**src/rtl/mem_sram_reader_if.sv**
```systemverilog
// Decoupled (valid/ready) channel used for both the read-request and the
// read-response side of mem_sram_reader.
//
// Handshake: a transfer happens in every cycle where valid and ready are both
// high at the rising clock edge. The master must hold valid and data stable
// until that transfer; once valid is raised it is not withdrawn. Ready may
// change freely and never depends combinationally on valid.
interface mem_sram_reader_if #(
    parameter int W = 32
);
    logic         valid;
    logic         ready;
    logic [W-1:0] data;

    // Producer side of the channel.
    modport master (
        output valid,
        output data,
        input  ready
    );

    // Consumer side of the channel.
    modport slave (
        input  valid,
        input  data,
        output ready
    );
endinterface

```
**src/rtl/mem_sram_reader.sv**
```systemverilog
// Read-only asynchronous-SRAM port for the memory arbiter.
// A request carries a byte address. The word address is driven to the SRAM,
// chip/output enables are held low for WAIT_CYCLES cycles, and the last
// sampled word goes into a small in-order response FIFO. A FIFO slot is
// reserved when a request is accepted. The push at the end of an access
// therefore always finds room.
module mem_sram_reader #(
    parameter int ADDR_WIDTH      = 32,
    parameter int DATA_WIDTH      = 32,
    parameter int SRAM_ADDR_WIDTH = 20,
    parameter int WAIT_CYCLES     = 2,
    parameter int RESP_DEPTH      = 2
) (
    input  logic                       clk,
    input  logic                       rst,
    mem_sram_reader_if.slave           req,
    mem_sram_reader_if.master          resp,
    output logic [SRAM_ADDR_WIDTH-1:0] sram_addr,
    output logic                       sram_ce_n,
    output logic                       sram_oe_n,
    input  logic [DATA_WIDTH-1:0]      sram_rdata,
    output logic                       state_dbg
);

    // Wait counter is 4 bits wide. WAIT_CYCLES is at most 15, so the load
    // value is at most 14.
    localparam int CNT_W = 4;
    localparam logic [CNT_W-1:0] WAIT_LOAD = CNT_W'(WAIT_CYCLES - 1);

    // FIFO sizing. A depth of 1 still gets a 1-bit pointer. The storage
    // array is rounded up to a power of two so every pointer value is a legal
    // index. The pointers still wrap at RESP_DEPTH.
    localparam int PTR_W = (RESP_DEPTH > 1) ? $clog2(RESP_DEPTH) : 1;
    localparam int MEM_N = 1 << PTR_W;
    localparam int OCC_W = $clog2(RESP_DEPTH + 1);

    typedef enum logic {
        S_IDLE   = 1'b0,
        S_ACCESS = 1'b1
    } state_t;

    state_t state_q;
    state_t state_d;

    logic [CNT_W-1:0]           wait_q;
    logic [SRAM_ADDR_WIDTH-1:0] sram_addr_q;

    logic [DATA_WIDTH-1:0] mem [MEM_N];
    logic [PTR_W-1:0]      wr_ptr_q;
    logic [PTR_W-1:0]      rd_ptr_q;
    logic [OCC_W-1:0]      occ_q;

    logic [ADDR_WIDTH-1:0] req_addr;
    logic [OCC_W:0]        pending;
    logic                  req_fire;
    logic                  resp_fire;
    logic                  push;

    // Only bits [SRAM_ADDR_WIDTH+1:2] select the word. Byte-lane bits and
    // bits above the SRAM range are ignored on purpose, without any error
    // or alignment check.
    assign req_addr = req.data;
    logic unused_addr_bits;
    assign unused_addr_bits = ^req_addr;

    assign req_fire  = req.valid && req.ready;
    assign resp_fire = resp.valid && resp.ready;

    // The last access cycle is the one where the counter has reached zero.
    // The word on sram_rdata is captured at the end of that cycle.
    assign push = (state_q == S_ACCESS) && (wait_q == '0);

    // Occupied entries plus the one access that may be in flight. The
    // occupied count is registered. A pop therefore frees a slot for the
    // request side one cycle later.
    assign pending = {1'b0, occ_q} + (OCC_W + 1)'(state_q == S_ACCESS);

    function automatic logic [PTR_W-1:0] ptr_next(input logic [PTR_W-1:0] p);
        if (p == PTR_W'(RESP_DEPTH - 1)) begin
            return '0;
        end
        return p + PTR_W'(1);
    endfunction

    // FSM state register; reset returns to IDLE and abandons any access.
    always_ff @(posedge clk) begin
        if (!rst) begin
            state_q <= S_IDLE;
        end else begin
            state_q <= state_d;
        end
    end

    // FSM next state: accept moves to ACCESS, counter expiry returns to IDLE.
    always_comb begin
        state_d = state_q;
        case (state_q)
            S_IDLE: begin
                if (req_fire) begin
                    state_d = S_ACCESS;
                end
            end
            S_ACCESS: begin
                if (wait_q == '0) begin
                    state_d = S_IDLE;
                end
            end
            default: state_d = S_IDLE;
        endcase
    end

    // FSM outputs. Enables and handshakes are forced inactive while reset
    // is held.
    always_comb begin
        req.ready  = 1'b0;
        sram_ce_n  = 1'b1;
        sram_oe_n  = 1'b1;
        resp.valid = rst && (occ_q != '0);
        resp.data  = mem[rd_ptr_q];
        case (state_q)
            S_IDLE: begin
                req.ready = rst && (pending < (OCC_W + 1)'(RESP_DEPTH));
            end
            S_ACCESS: begin
                sram_ce_n = !rst;
                sram_oe_n = !rst;
            end
            default: begin
                req.ready = 1'b0;
            end
        endcase
    end

    // Address latch and wait counter. The address holds until the next
    // accepted request.
    always_ff @(posedge clk) begin
        if (!rst) begin
            wait_q      <= '0;
            sram_addr_q <= '0;
        end else if (req_fire) begin
            wait_q      <= WAIT_LOAD;
            sram_addr_q <= req_addr[SRAM_ADDR_WIDTH+1:2];
        end else if ((state_q == S_ACCESS) && (wait_q != '0)) begin
            wait_q <= wait_q - CNT_W'(1);
        end
    end

    // Response FIFO pointers and occupancy. A push and a pop in the same
    // cycle leave the count unchanged.
    always_ff @(posedge clk) begin
        if (!rst) begin
            wr_ptr_q <= '0;
            rd_ptr_q <= '0;
            occ_q    <= '0;
        end else begin
            if (push) begin
                wr_ptr_q <= ptr_next(wr_ptr_q);
            end
            if (resp_fire) begin
                rd_ptr_q <= ptr_next(rd_ptr_q);
            end
            case ({push, resp_fire})
                2'b10:   occ_q <= occ_q + OCC_W'(1);
                2'b01:   occ_q <= occ_q - OCC_W'(1);
                default: occ_q <= occ_q;
            endcase
        end
    end

    // Response FIFO storage. Contents need no reset because occupancy
    // gates them.
    always_ff @(posedge clk) begin
        if (push) begin
            mem[wr_ptr_q] <= sram_rdata;
        end
    end

    assign sram_addr = sram_addr_q;
    assign state_dbg = (state_q == S_ACCESS);

endmodule

```
**src/flat_wrapper.sv**
```systemverilog
// flat-port wrapper written by rule: the top's interface ports become plain ports
module mem_sram_reader_flat 
#(
    parameter int ADDR_WIDTH      = 32,
    parameter int DATA_WIDTH      = 32,
    parameter int SRAM_ADDR_WIDTH = 20,
    parameter int WAIT_CYCLES     = 2,
    parameter int RESP_DEPTH      = 2
)
  (clk, rst, sram_addr, sram_ce_n, sram_oe_n, sram_rdata, state_dbg, req_valid, req_data, req_ready, resp_valid, resp_data, resp_ready);
  mem_sram_reader_if #(.W(32)) req_i ();
  mem_sram_reader_if #(.W(32)) resp_i ();
  input  logic clk;
  input  logic rst;
  output logic [SRAM_ADDR_WIDTH-1:0] sram_addr;
  output logic sram_ce_n;
  output logic sram_oe_n;
  input  logic [DATA_WIDTH-1:0] sram_rdata;
  output logic state_dbg;
  input wire logic [$bits(req_i.valid)-1:0] req_valid;
  input wire logic [$bits(req_i.data)-1:0] req_data;
  output wire logic [$bits(req_i.ready)-1:0] req_ready;
  output wire logic [$bits(resp_i.valid)-1:0] resp_valid;
  output wire logic [$bits(resp_i.data)-1:0] resp_data;
  input wire logic [$bits(resp_i.ready)-1:0] resp_ready;
  assign req_i.valid = req_valid;
  assign req_i.data = req_data;
  assign req_ready = req_i.ready;
  assign resp_valid = resp_i.valid;
  assign resp_data = resp_i.data;
  assign resp_i.ready = resp_ready;
  mem_sram_reader #(.ADDR_WIDTH(ADDR_WIDTH), .DATA_WIDTH(DATA_WIDTH), .SRAM_ADDR_WIDTH(SRAM_ADDR_WIDTH), .WAIT_CYCLES(WAIT_CYCLES), .RESP_DEPTH(RESP_DEPTH)) u_core (.clk(clk), .rst(rst), .req(req_i), .resp(resp_i), .sram_addr(sram_addr), .sram_ce_n(sram_ce_n), .sram_oe_n(sram_oe_n), .sram_rdata(sram_rdata), .state_dbg(state_dbg));
endmodule
```
**config.mk**
```make
export PLATFORM = sky130hd
export DESIGN_NAME = mem_sram_reader_flat
export DESIGN_NICKNAME = d
export VERILOG_FILES = /design/src/rtl/mem_sram_reader_if.sv /design/src/rtl/mem_sram_reader.sv /design/src/flat_wrapper.sv
export SDC_FILE = /design/constraint.sdc
export NUM_CORES = 1
export LEC_CHECK = 0
export CORE_ASPECT_RATIO = 0.8
export CORE_MARGIN = 2
export CORE_UTILIZATION = 30
export CTS_BUF_LIST = sky130_fd_sc_hd__clkbuf_16
export DETAILED_ROUTE_END_ITERATION = 10
export GPL_ROUTABILITY_DRIVEN = 0
export MAX_ROUTING_LAYER = met4
export SYNTH_ARGS = -nofsm -noshare
export SYNTH_HDL_FRONTEND = slang
export SYNTH_SLANG_ARGS = --single-unit
```
**constraint.sdc**
```tcl
create_clock -name clk -period 3.05 [get_ports clk]
set_input_delay 0.4575 -clock clk [delete_from_list [all_inputs] [get_ports clk]]
set_output_delay 0.4575 -clock clk [all_outputs]
set_load 0.02 [all_outputs]
```
Yosys cells after proc, flatten, opt, wreduce, memory -nomap -nowiden
Memories as Yosys holds them, arrays and structs flattened. A register that Yosys moved wholly into a read port is not among the register bits.
Index checks and enable logic that the tools add are counted.

cells by class
  bitwise logic cells = 2
  mux-type cells = 22
  add/sub/neg operators = 6
  $lt $le $gt $ge = 1
  reductions and logical operators = 13
  equal/unequal tests = 2

operators by type and width
  cell                                                                           count
  1-bit two-way mux                                                              20
  1-bit logical AND                                                              6
  2-bit nonzero test                                                             3
  4-bit zero test                                                                1
  2-bit one-hot mux with 2 select lines                                          1
  4-bit nonzero test                                                             1
  4-bit by 1-bit subtractor with 4-bit output (second input constant)            1
  2-bit by 1-bit adder with 3-bit output                                         1
  3-bit by 2-bit less-than comparator with 1-bit output (second input constant)  1
  1-bit adder (second input constant)                                            2
  2-bit by 1-bit adder with 2-bit output (second input constant)                 1
  2-bit by 1-bit equality test with 1-bit output (second input constant)         1
  2-bit equality test (second input constant)                                    1
  1-bit NOT                                                                      2
  1-bit one-hot mux with 2 select lines                                          1
  2-bit OR reduction                                                             1
  2-bit by 1-bit subtractor with 2-bit output (second input constant)            1
  1-bit zero test                                                                1

word-level totals
  register bits after elaboration = 29
  word-level logic and storage cells = 54
  memories = 1
  bits of input ports = 68
  memory bits (writable) = 64

memories
  name        words  width  rd ports  clocked after memory_dff  write ports  line                   source
  u_core.mem  2      32     1         1                         1            mem_sram_reader.sv:48  logic [DATA_WIDTH-1:0] mem [MEM_N];

Longest topological paths before layout
Gate-level depths: netlist of the first run.

  depth after elaboration = 8
  depth in mapped cells = 8
  mapped depth without buffers = 8

Least setup slack after synthesis of the first run
No wires, ideal clock.

  path type = register to register
  from = reg u_core.state_q, in the netlist u_core.state_dbg
  to = mem u_core.mem[0][0] (enable)
  data arrival time = 2.341 ns
  setup slack = 0.287 ns
  library setup time = 0.421 ns
  clock period less this slack = 2.763 ns
  stages on the path, launching flop included = 5
  path buffers = 1
  cells stage by stage = dfxtp_1 -> buf_2 -> and4bb_2 -> inv_1 -> nor2_1

on the way
  longest elaborated chain between the ends = 3

RTL lines
  element                                  line                    source
  start, declared                          mem_sram_reader.sv:42   state_t state_q;
  start signal, assigned                   mem_sram_reader.sv:90   state_q <= state_d;
  1-bit logical AND                        mem_sram_reader.sv:71   assign push = (state_q == S_ACCESS) && (wait_q == '0);
  1-bit two-way mux                        mem_sram_reader.sv:173  if (push) begin
  1-bit two-way mux (not written as such)  mem_sram_reader.sv:174  mem[wr_ptr_q] <= sram_rdata;
  end, declared                            mem_sram_reader.sv:48

No other way between the ends.

==> results.toml, run 1 <==
[run_status]
outcome = "finished clean"

[detailed_routing]
drtIter0Drc = 61
postRouteAntennaNets = 0
routedWlPerCell_um = 14.6
viasPerCell = 4.45
detailroute.via_count = 2292
drtPass1Iterations = 4
wl_um = 7530
drc = 0

[worst_setup_path]
start_kind = "register"
crit_fanout = 19
arrival_ns = 2.05
cp.required_ns = 2.59
crit_type = "reg2out"
endpoint_kind = "primary output"

[pwr]
power_frac_seq_pct = 49.1
netSwitchingPower_mw = 0.730
clkPwrFrac_pct = 35.5
power_leakage_nw = 1.76
swShare_pct = 24.7
peakVddDrop_v = 0.000294
p_int_mw = 2.23
comb_power_share_pct = 15.4
p_per_area_nw_per_um2 = 569

[clock_tree]
cts_resized = 0
cts_max_level = 3
cts_buffers = 9
hold_buffers = 0
clkSlewWorstSetupHoldPaths_ns = 0.07
cts_tree = "yes"
clockBufferDepth = 2
postCtsSetupBuffers = 0
clock_sinks = 94
root_buffer = "clkbuf_16"
insertion_delay_ns = 0.34

[sta]
slew_viol_final = 0
rsz0062_at_grt = "no"
period_share_pct = 82.2
fin_crit_ns = 2.51
max_freq_mhz = 399
finalSetupViolations = 0
worst_pin_slew_ns = 0.776
max_slew_margin_pct = 48.3
skew_ns = 0.00655
tns_ns = 0
hold_viol = 0

[placement]
portBuffers = 112
hpwl_um = 5190

[yosys]
synth.top_cells.by_area = "edfxtp_1 53%, dfxtp_1 17%, mux2_2 9.7%"
yosys-top-cells-count = "64 x edfxtp_1, 46 x nand2_1, 31 x mux2_2"
synthMostInstantiatedCell = "edfxtp_1"
postSynthCellCount = 249
synth-main-ff-cell = "edfxtp_1"
synth_edf_count = 64
synthArstFlopShare_pct = 0
synth_top_area_share_pct = 53.4
syn-cell-area_um2 = 3600
avgSynthCellArea_um2 = 14.5
synth_seq_cells = 94
synth.distinct_cells = 31
yosysWarnings = 0
yosysTopAreaCell = "edfxtp_1"
yosysSeqAreaShare_pct = 70.1
syn_nets = 320

[floorplanning]
die_w_um = 126
die_h_um = 102
start_util_pct = 31.0
core-area_um2 = 11600
rows = 35
pin_count = 125
die-area_um2 = 12900

[grt]
grt_max_degree = 22
track_usage_pct = 12.4
grt_pass1_vias = 2435
antenna_found_initial = 0
grt_pass1_wl_um = 12000
gr-total-overflow = 0

[run]
maxCapViolCount = 0

[layout]
n_antenna_cell = 0
nets = 433
drive_above_1_share_pct = 15.8
syn_to_final_growth_pct = 44.4
fin_util_pct = 44.8

[min_path]
hp-class = "reg2reg"
-- state kept, by name, indices dropped and copies added (netlist names), named ones only --
| name | count |
|---|---|
| u_core.wait_q | 4 |
| u_core.state_dbg | 1 |
| u_core.wr_ptr_q | 1 |
| u_core.sram_addr | 20 |
| u_core.mem | 64 |
| u_core.rd_ptr_q | 1 |
| u_core.occ_q | 2 |
-- per-stage QoR --
stage	power [mW]	cell area, µm²	instances	hold WS, ns	setup slack [ns]
finish	2.96	5200	515	0.455	0.542
global route	3.09	5200	515	0.470	0.426
CTS	3.01	5200	515	0.459	0.473
detailed placement	1.94	4910	499	0.449	0.599
global placement	1.93	4910	499	0.441	0.637
floorplan	1.71	3600	249	0.437	0.287
-- cell type report --
class,count,area [µm²]
Inverter,4,15.0
Clock inverter,7,57.6
Clock buffer,9,225
Timing Repair Buffer,118,1200
Fill cell,1053,6410
Sequential cell,94,2520
Multi-Input combinational cell,135,987
Tap cell,148,185
-- kinds of logic (layout without fill, tap and decap cells) --
group                      Yosys count  in the layout  share of synthesized area [%]
AOI/OAI and AO/OA                   27             27                           5.42
adders and majority gates            3              3                           1.04
buffers and inverters               20            138                           2.71
xor gates and xnor gates             4              4                          0.974
DFF                                 94             94                           70.1
muxes                               36             36                           11.2
and+or+nand+nor                     65             65                           8.59
-- power by group through the flow --
stage	clock network, mW	registers [mW]	logic, mW
finish	1.05	1.45	0.457
global route	1.14	1.46	0.491
CTS	1.09	1.45	0.464
detailed placement	0	1.48	0.461
global placement	0	1.48	0.454
floorplan	0	1.48	0.225
-- routing by layer --
metal,share of wire (%),up-vias,track usage (%)
met4,1.7,0,4.48
met3,4.3,12,3.77
li1,-,1119,-
met5,0,-,-
met1,46,1103,14.4
met2,48,58,20.6
-- path summary, 6_finish.rpt --
check,slack (ns),from,depth (start not counted),to
max,0.54,register,3,resp_data[17]
min,0.45,u_core.sram_addr[11],2,u_core.sram_addr[11]
max reg2reg,1.06,u_core.wait_q[0],6,u_core.mem[0][2]
min reg2reg,0.45,u_core.sram_addr[11],2,u_core.sram_addr[11]
-- worst max-delay path, cell delays in order (launching register included) --
cell and delay (ns):
dfxtp_2 0.59, buf_12 0.22, mux2_2 0.36, clkdlybuf4s50_1 0.54
-- placed cells by master, fill, tap and decap left out, types with 2 or more instances in the layout --
cell             Yosys  final
a21boi_0             2      2
a21boi_1            19     19
and2_1               5      4
buf_12               0      3
buf_4                3      3
clkbuf_16            0      9
clkdlybuf4s50_1      0    112
clkinv_4             0      2
clkinvlp_4           0      3
dfxtp_1             30     29
edfxtp_1            64     64
ha_1                 3      3
inv_1                4      4
inv_6                0      2
mux2_1               2      2
mux2_2              31     31
mux2i_1              3      3
nand2_1             46     46
nand3_1              2      2
nand3b_1             2      2
nor3_1               2      2
nor3b_1              2      2
o21ai_0              2      2
xnor2_1              2      2
xor2_1               2      2
Power figures use the tool's default switching activity.
==> inputs of run 2 (changes only) <==
==> constraint.sdc (replaced) <==
create_clock -name clk -period 2.51 [get_ports clk]
set_input_delay 0.3765 -clock clk [delete_from_list [all_inputs] [get_ports clk]]
set_output_delay 0.3765 -clock clk [all_outputs]
set_load 0.02 [all_outputs]
==> run 2 against run 1 <==
Effect of this change:
- cell area increased by 1.5%
- first-iteration DRC count increased by 89%
- total power grew 28%
- clock skew about the same
- global-route usage about the same
- flip-flop and latch count stayed put
- setup slack worse by 0.30 ns
- critical path type unchanged
- critical path depth unchanged
- worst hold slack worse by 0.0025 ns
- non-clock buffer count grew 5
==> results.toml, run 2 (synthesis gave the netlist of run 1 again) <==
[clock_tree]
clkSlewWorstSetupHoldPaths_ns = 0.07
insertion_delay_ns = 0.33
hold_buffers = 0
cts_max_level = 3
clockBufferDepth = 2
clock_sinks = 94
cts_resized = 0
cts_buffers = 9
postCtsSetupBuffers = 0
cts_tree = "yes"
root_buffer = "clkbuf_16"

[worst_setup_path]
crit_path_end = "resp_data[28]"
arrival_ns = 1.89
reg2reg_from = "u_core.wait_q[0]"
regToRegEndpoint = "u_core.occ_q[1]"
rr_worst_depth = 7
crit_fanout = 30
regToRegSetupSlack_ns = 0.46
start_kind = "register"
endpoint_kind = "primary output"
cp.required_ns = 2.13
crit_type = "reg2out"

[detailed_routing]
drtIter0Drc = 115
detailroute.via_count = 2289
routedWlPerCell_um = 14.6
wl_um = 7610
postRouteAntennaNets = 0
drc = 0
viasPerCell = 4.40
drtPass1Iterations = 4

[floorplanning]
die_h_um = 102
start_util_pct = 31.0
rows = 35
die_w_um = 126
pin_count = 125
core-area_um2 = 11600
die-area_um2 = 12900

[layout]
drive_above_1_share_pct = 16.7
largest_reg_flops = 64
nets = 438
regMostFlops = "u_core.mem"
n_antenna_cell = 0
fill_cells = 1056
final_common_cell = "clkdlybuf4s50_1"
syn_to_final_growth_pct = 46.6
layout_common_cells = "112 x clkdlybuf4s50_1, 64 x edfxtp_1, 46 x nand2_1"

[pwr]
p_int_mw = 2.91
clkPwrFrac_pct = 38.4
swShare_pct = 23.0
p_per_area_nw_per_um2 = 717
power_frac_seq_pct = 46.4
finalPower_mw = 3.78
power_leakage_nw = 1.80
netSwitchingPower_mw = 0.869
comb_power_share_pct = 15.2
peakVddDrop_v = 0.000419

[sta]
slew_viol_final = 0
worst_pin_slew_ns = 0.412
finalSetupViolations = 0
rsz0062_at_grt = "no"
fin_crit_ns = 2.27
max_freq_mhz = 441
tns_ns = 0
max_slew_margin_pct = 72.5
holdWs_ns = 0.452
period_share_pct = 90.3
hold_viol = 0
skew_ns = 0.00652

[grt]
grt_max_degree = 31
grt_pass1_vias = 2369
antenna_found_initial = 0
track_usage_pct = 12.4
gr-total-overflow = 0
grt_pass1_wl_um = 12000

[run_status]
outcome = "finished clean"

[min_path]
hp-class = "reg2reg"
hp-start = "u_core.sram_addr[16]"

[run]
maxCapViolCount = 0

[placement]
portBuffers = 112
hpwl_um = 5180
==> run 2: cell types whose count changed in the layout (fill, tap and decap cells not counted), sizes merged <==
| cell | change |
|---|---|
| bufinv | +2 |
| clkinv | -1 |
| clkinvlp | -1 |
| buf | +5 |
==> run 2: power groups by stage <==
stage / Clock [mW] / Combinational [mW] / Sequential (mW)
after floorplan: 0 / 0.274 / 1.80
after global placement: 0 / 0.572 / 1.79
after detailed placement: 0 / 0.580 / 1.79
after CTS: 1.51 / 0.584 / 1.75
after global routing: 1.58 / 0.619 / 1.76
final: 1.45 / 0.573 / 1.76
==> run 2: cell type report <==
cell class / count / area (µm²) / area share (%)
flip-flops and latches: 94 / 2520 / 47.9
repair buffers: 123 / 1240 / 23.5
multi-input cells: 135 / 987 / 18.7
clock buffers: 9 / 225 / 4.27
well taps: 148 / 185 / 3.51
clock inverters: 7 / 96.3 / 1.83
inverters: 4 / 15.0 / 0.285
==> run 2: routing by layer <==
metal	wire [µm]	GRT usage, %
met5	0	-
met4	49	3.55
met2	3790	19.7
met3	320	3.46
met1	3450	15.6
==> run 2: how the worst min path moves through the flow <==
stage	to	slack, ns	depth (start not counted)
floorplan	register	0.44	1
global placement	u_core.sram_addr[5]	0.44	2
detailed placement	register	0.45	1
CTS	u_core.sram_addr[16]	0.46	2
global route	u_core.sram_addr[18]	0.47	2
finish	u_core.sram_addr[16]	0.45	2
==> run 2: through the flow <==
| step | util [%] | area [µm²] | instances | setup WS, ns |
|---|---|---|---|---|
| finish | 45.4 | 5270 | 520 | 0.243 |
| global route | 45.4 | 5270 | 520 | 0.189 |
| CTS | 45.4 | 5270 | 520 | 0.223 |
| detailed placement | 42.7 | 4950 | 504 | 0.214 |
| global placement | 42.7 | 4950 | 504 | 0.236 |
| floorplan | - | 3600 | 249 | 0.284 |
==> run 2: critical path, cell delays in order (launching register included) <==
cell and delay, ns:
dfxtp_2 0.41, buf_12 0.22, mux2_1 0.35, clkdlybuf4s50_1 0.56
==> inputs of run 3 (changes only) <==
--- a/config.mk
+++ b/config.mk
@@ -5,6 +5,7 @@
 export SDC_FILE = /design/constraint.sdc
 export NUM_CORES = 1
 export LEC_CHECK = 0
+export ABC_AREA = 1
 export CORE_ASPECT_RATIO = 0.8
 export CORE_MARGIN = 2
 export CORE_UTILIZATION = 30
==> run 3 against run 2 <==
Effect of this change:
- cell area shrank 2.3%
- largest power group unchanged
- flip-flop and latch count is the same
- critical path depth is the same
- sequential share of layout area grew 1.1 points
==> results.toml, run 3 <==
[layout]
final_common_cell = "clkdlybuf4s50_1"
drive_above_1_share_pct = 15.6
layout_common_cells = "112 x clkdlybuf4s50_1, 64 x edfxtp_1, 33 x nand2_1"
syn_to_final_growth_pct = 45.4
nets = 450
n_antenna_cell = 0
regMostFlops = "u_core.mem"
fill_cells = 1080
largest_reg_flops = 64

[pwr]
comb_power_share_pct = 12.6
p_per_area_nw_per_um2 = 673
finalPower_mw = 3.47
netSwitchingPower_mw = 0.835
clkPwrFrac_pct = 37.5
swShare_pct = 24.1
power_leakage_nw = 1.77
power_frac_seq_pct = 49.9
p_int_mw = 2.63
peakVddDrop_v = 0.000357

[detailed_routing]
wl_um = 7660
routedWlPerCell_um = 14.4
drtIter0Drc = 95
drc = 0
detailroute.via_count = 2401
postRouteAntennaNets = 0
drtPass1Iterations = 5
viasPerCell = 4.51

[yosys]
yosys-top-cells-count = "64 x edfxtp_1, 33 x nand2_1, 30 x dfxtp_1, 30 x mux2_2, 27 x a21oi_1"
synth_edf_count = 64
synthArstFlopShare_pct = 0
synth_top_area_share_pct = 54.2
synth_seq_cells = 94
yosysSeqAreaShare_pct = 71.2
synth.top_cells.by_area = "edfxtp_1 54%, dfxtp_1 17%, mux2_2 9.5%"
avgSynthCellArea_um2 = 13.6
yosysWarnings = 0
yosysTopAreaCell = "edfxtp_1"
syn-cell-area_um2 = 3540
synthMostInstantiatedCell = "edfxtp_1"
synth.distinct_cells = 22
syn_nets = 331
postSynthCellCount = 260
synth-main-ff-cell = "edfxtp_1"

[clock_tree]
clkSlewWorstSetupHoldPaths_ns = 0.07
clockBufferDepth = 2
root_buffer = "clkbuf_16"
hold_buffers = 0
cts_buffers = 9
clock_sinks = 94
insertion_delay_ns = 0.33
cts_max_level = 3
postCtsSetupBuffers = 0
cts_resized = 0
cts_tree = "yes"

[placement]
place_ws_ns = 0.352
portBuffers = 112
hpwl_um = 5230

[worst_setup_path]
crit_fanout = 32
crit_type = "reg2out"
cp.required_ns = 2.13
arrival_ns = 1.84
start_kind = "register"
endpoint_kind = "primary output"

[sta]
slew_viol_final = 0
max_freq_mhz = 451
hold_viol = 0
worst_pin_slew_ns = 0.418
finalSetupViolations = 0
fin_crit_ns = 2.22
rsz0062_at_grt = "no"
fin_ws_ns = 0.292
max_slew_margin_pct = 72.0
period_share_pct = 88.4
skew_ns = 0.00689

[floorplanning]
core-area_um2 = 11500
pin_count = 125
start_util_pct = 30.8
die_w_um = 126
die_h_um = 101
die-area_um2 = 12700
rows = 35

[grt]
antenna_found_initial = 0
grt_pass1_wl_um = 11800
track_usage_pct = 12.4
gr-total-overflow = 0
grt_pass1_vias = 2367
grt_max_degree = 33

[min_path]
hp-class = "reg2reg"

[run_status]
outcome = "finished clean"

[run]
maxCapViolCount = 0
## run 3: cell types whose count changed in the layout (fill, tap and decap cells not counted), moves of 3 or more
cell,delta
a21boi_1,-19
mux2i_1,-3
nor2_1,+14
nand2_1,-13
a21oi_1,+26
nand3_1,+24
inv_1,+3
and2_1,-4
## run 3: metal layers
layer	track usage (%)	share of wire [%]	vias to the layer above
met3	4.86	7.6	7
met1	16.1	47	1131
met2	18.2	44	96
met5	-	0	-
met4	3.08	0.91	0
li1	-	-	1167
## run 3: cell type report
class                           instances  area [µm²]  area share, %
Clock buffer                            9         225           4.37
Clock inverter                          7        62.6           1.21
Inverter                                8        30.0          0.583
Multi-Input combinational cell        144         918           17.8
Sequential cell                        94        2520           49.0
Tap cell                              148         185           3.59
Timing Repair Buffer                  122        1210           23.5
## run 3: final timing paths
kind | from | to | slack, ns | cells after the start
setup reg to reg | u_core.state_dbg | u_core.occ_q[1] | 0.65 | 6
setup / recovery | register | resp_data[20] | 0.29 | 3
hold / removal | u_core.rd_ptr_q | u_core.rd_ptr_q | 0.47 | 2
hold reg to reg | u_core.rd_ptr_q | u_core.rd_ptr_q | 0.47 | 2
## run 3: kinds of logic (layout without fill, tap and decap cells)
| logic type | Yosys count | count (layout) | share of synthesized area, % |
|---|---|---|---|
| flops | 94 | 94 | 71.2 |
| compound gates | 28 | 28 | 3.95 |
| mux | 32 | 32 | 10.2 |
| buf+inv | 22 | 146 | 3.35 |
| simple gates | 79 | 79 | 9.81 |
| fa+ha+maj | 3 | 3 | 1.06 |
| xor+xnor | 2 | 2 | 0.494 |
## run 3: power by group through the flow
stage          clock [mW]  sequential (mW)  combinational [mW]
2_1_floorplan           0             1.78               0.191
3_3_place_gp            0             1.76               0.435
3_5_place_dp            0             1.76               0.440
4_1_cts              1.34             1.73               0.443
5_1_grt              1.41             1.73               0.473
6_report             1.30             1.73               0.438
## run 3: worst max-delay path, cell delays in order (launching register included)
cell and delay (ns):
dfxtp_1 0.35, buf_12 0.21, mux2_2 0.36, clkdlybuf4s50_1 0.56
## run 3: metrics by stage
step / TNS [ns] / hold WS [ns] / instances / instance area [µm²] / util (%)
after floorplan: -5.75 / 0.444 / 260 / 3540 / -
after global placement: 0 / 0.451 / 516 / 4860 / 42.2
after detailed placement: 0 / 0.458 / 516 / 4860 / 42.2
after CTS: 0 / 0.467 / 532 / 5150 / 44.7
after global routing: 0 / 0.479 / 532 / 5150 / 44.7
final: 0 / 0.468 / 532 / 5150 / 44.7
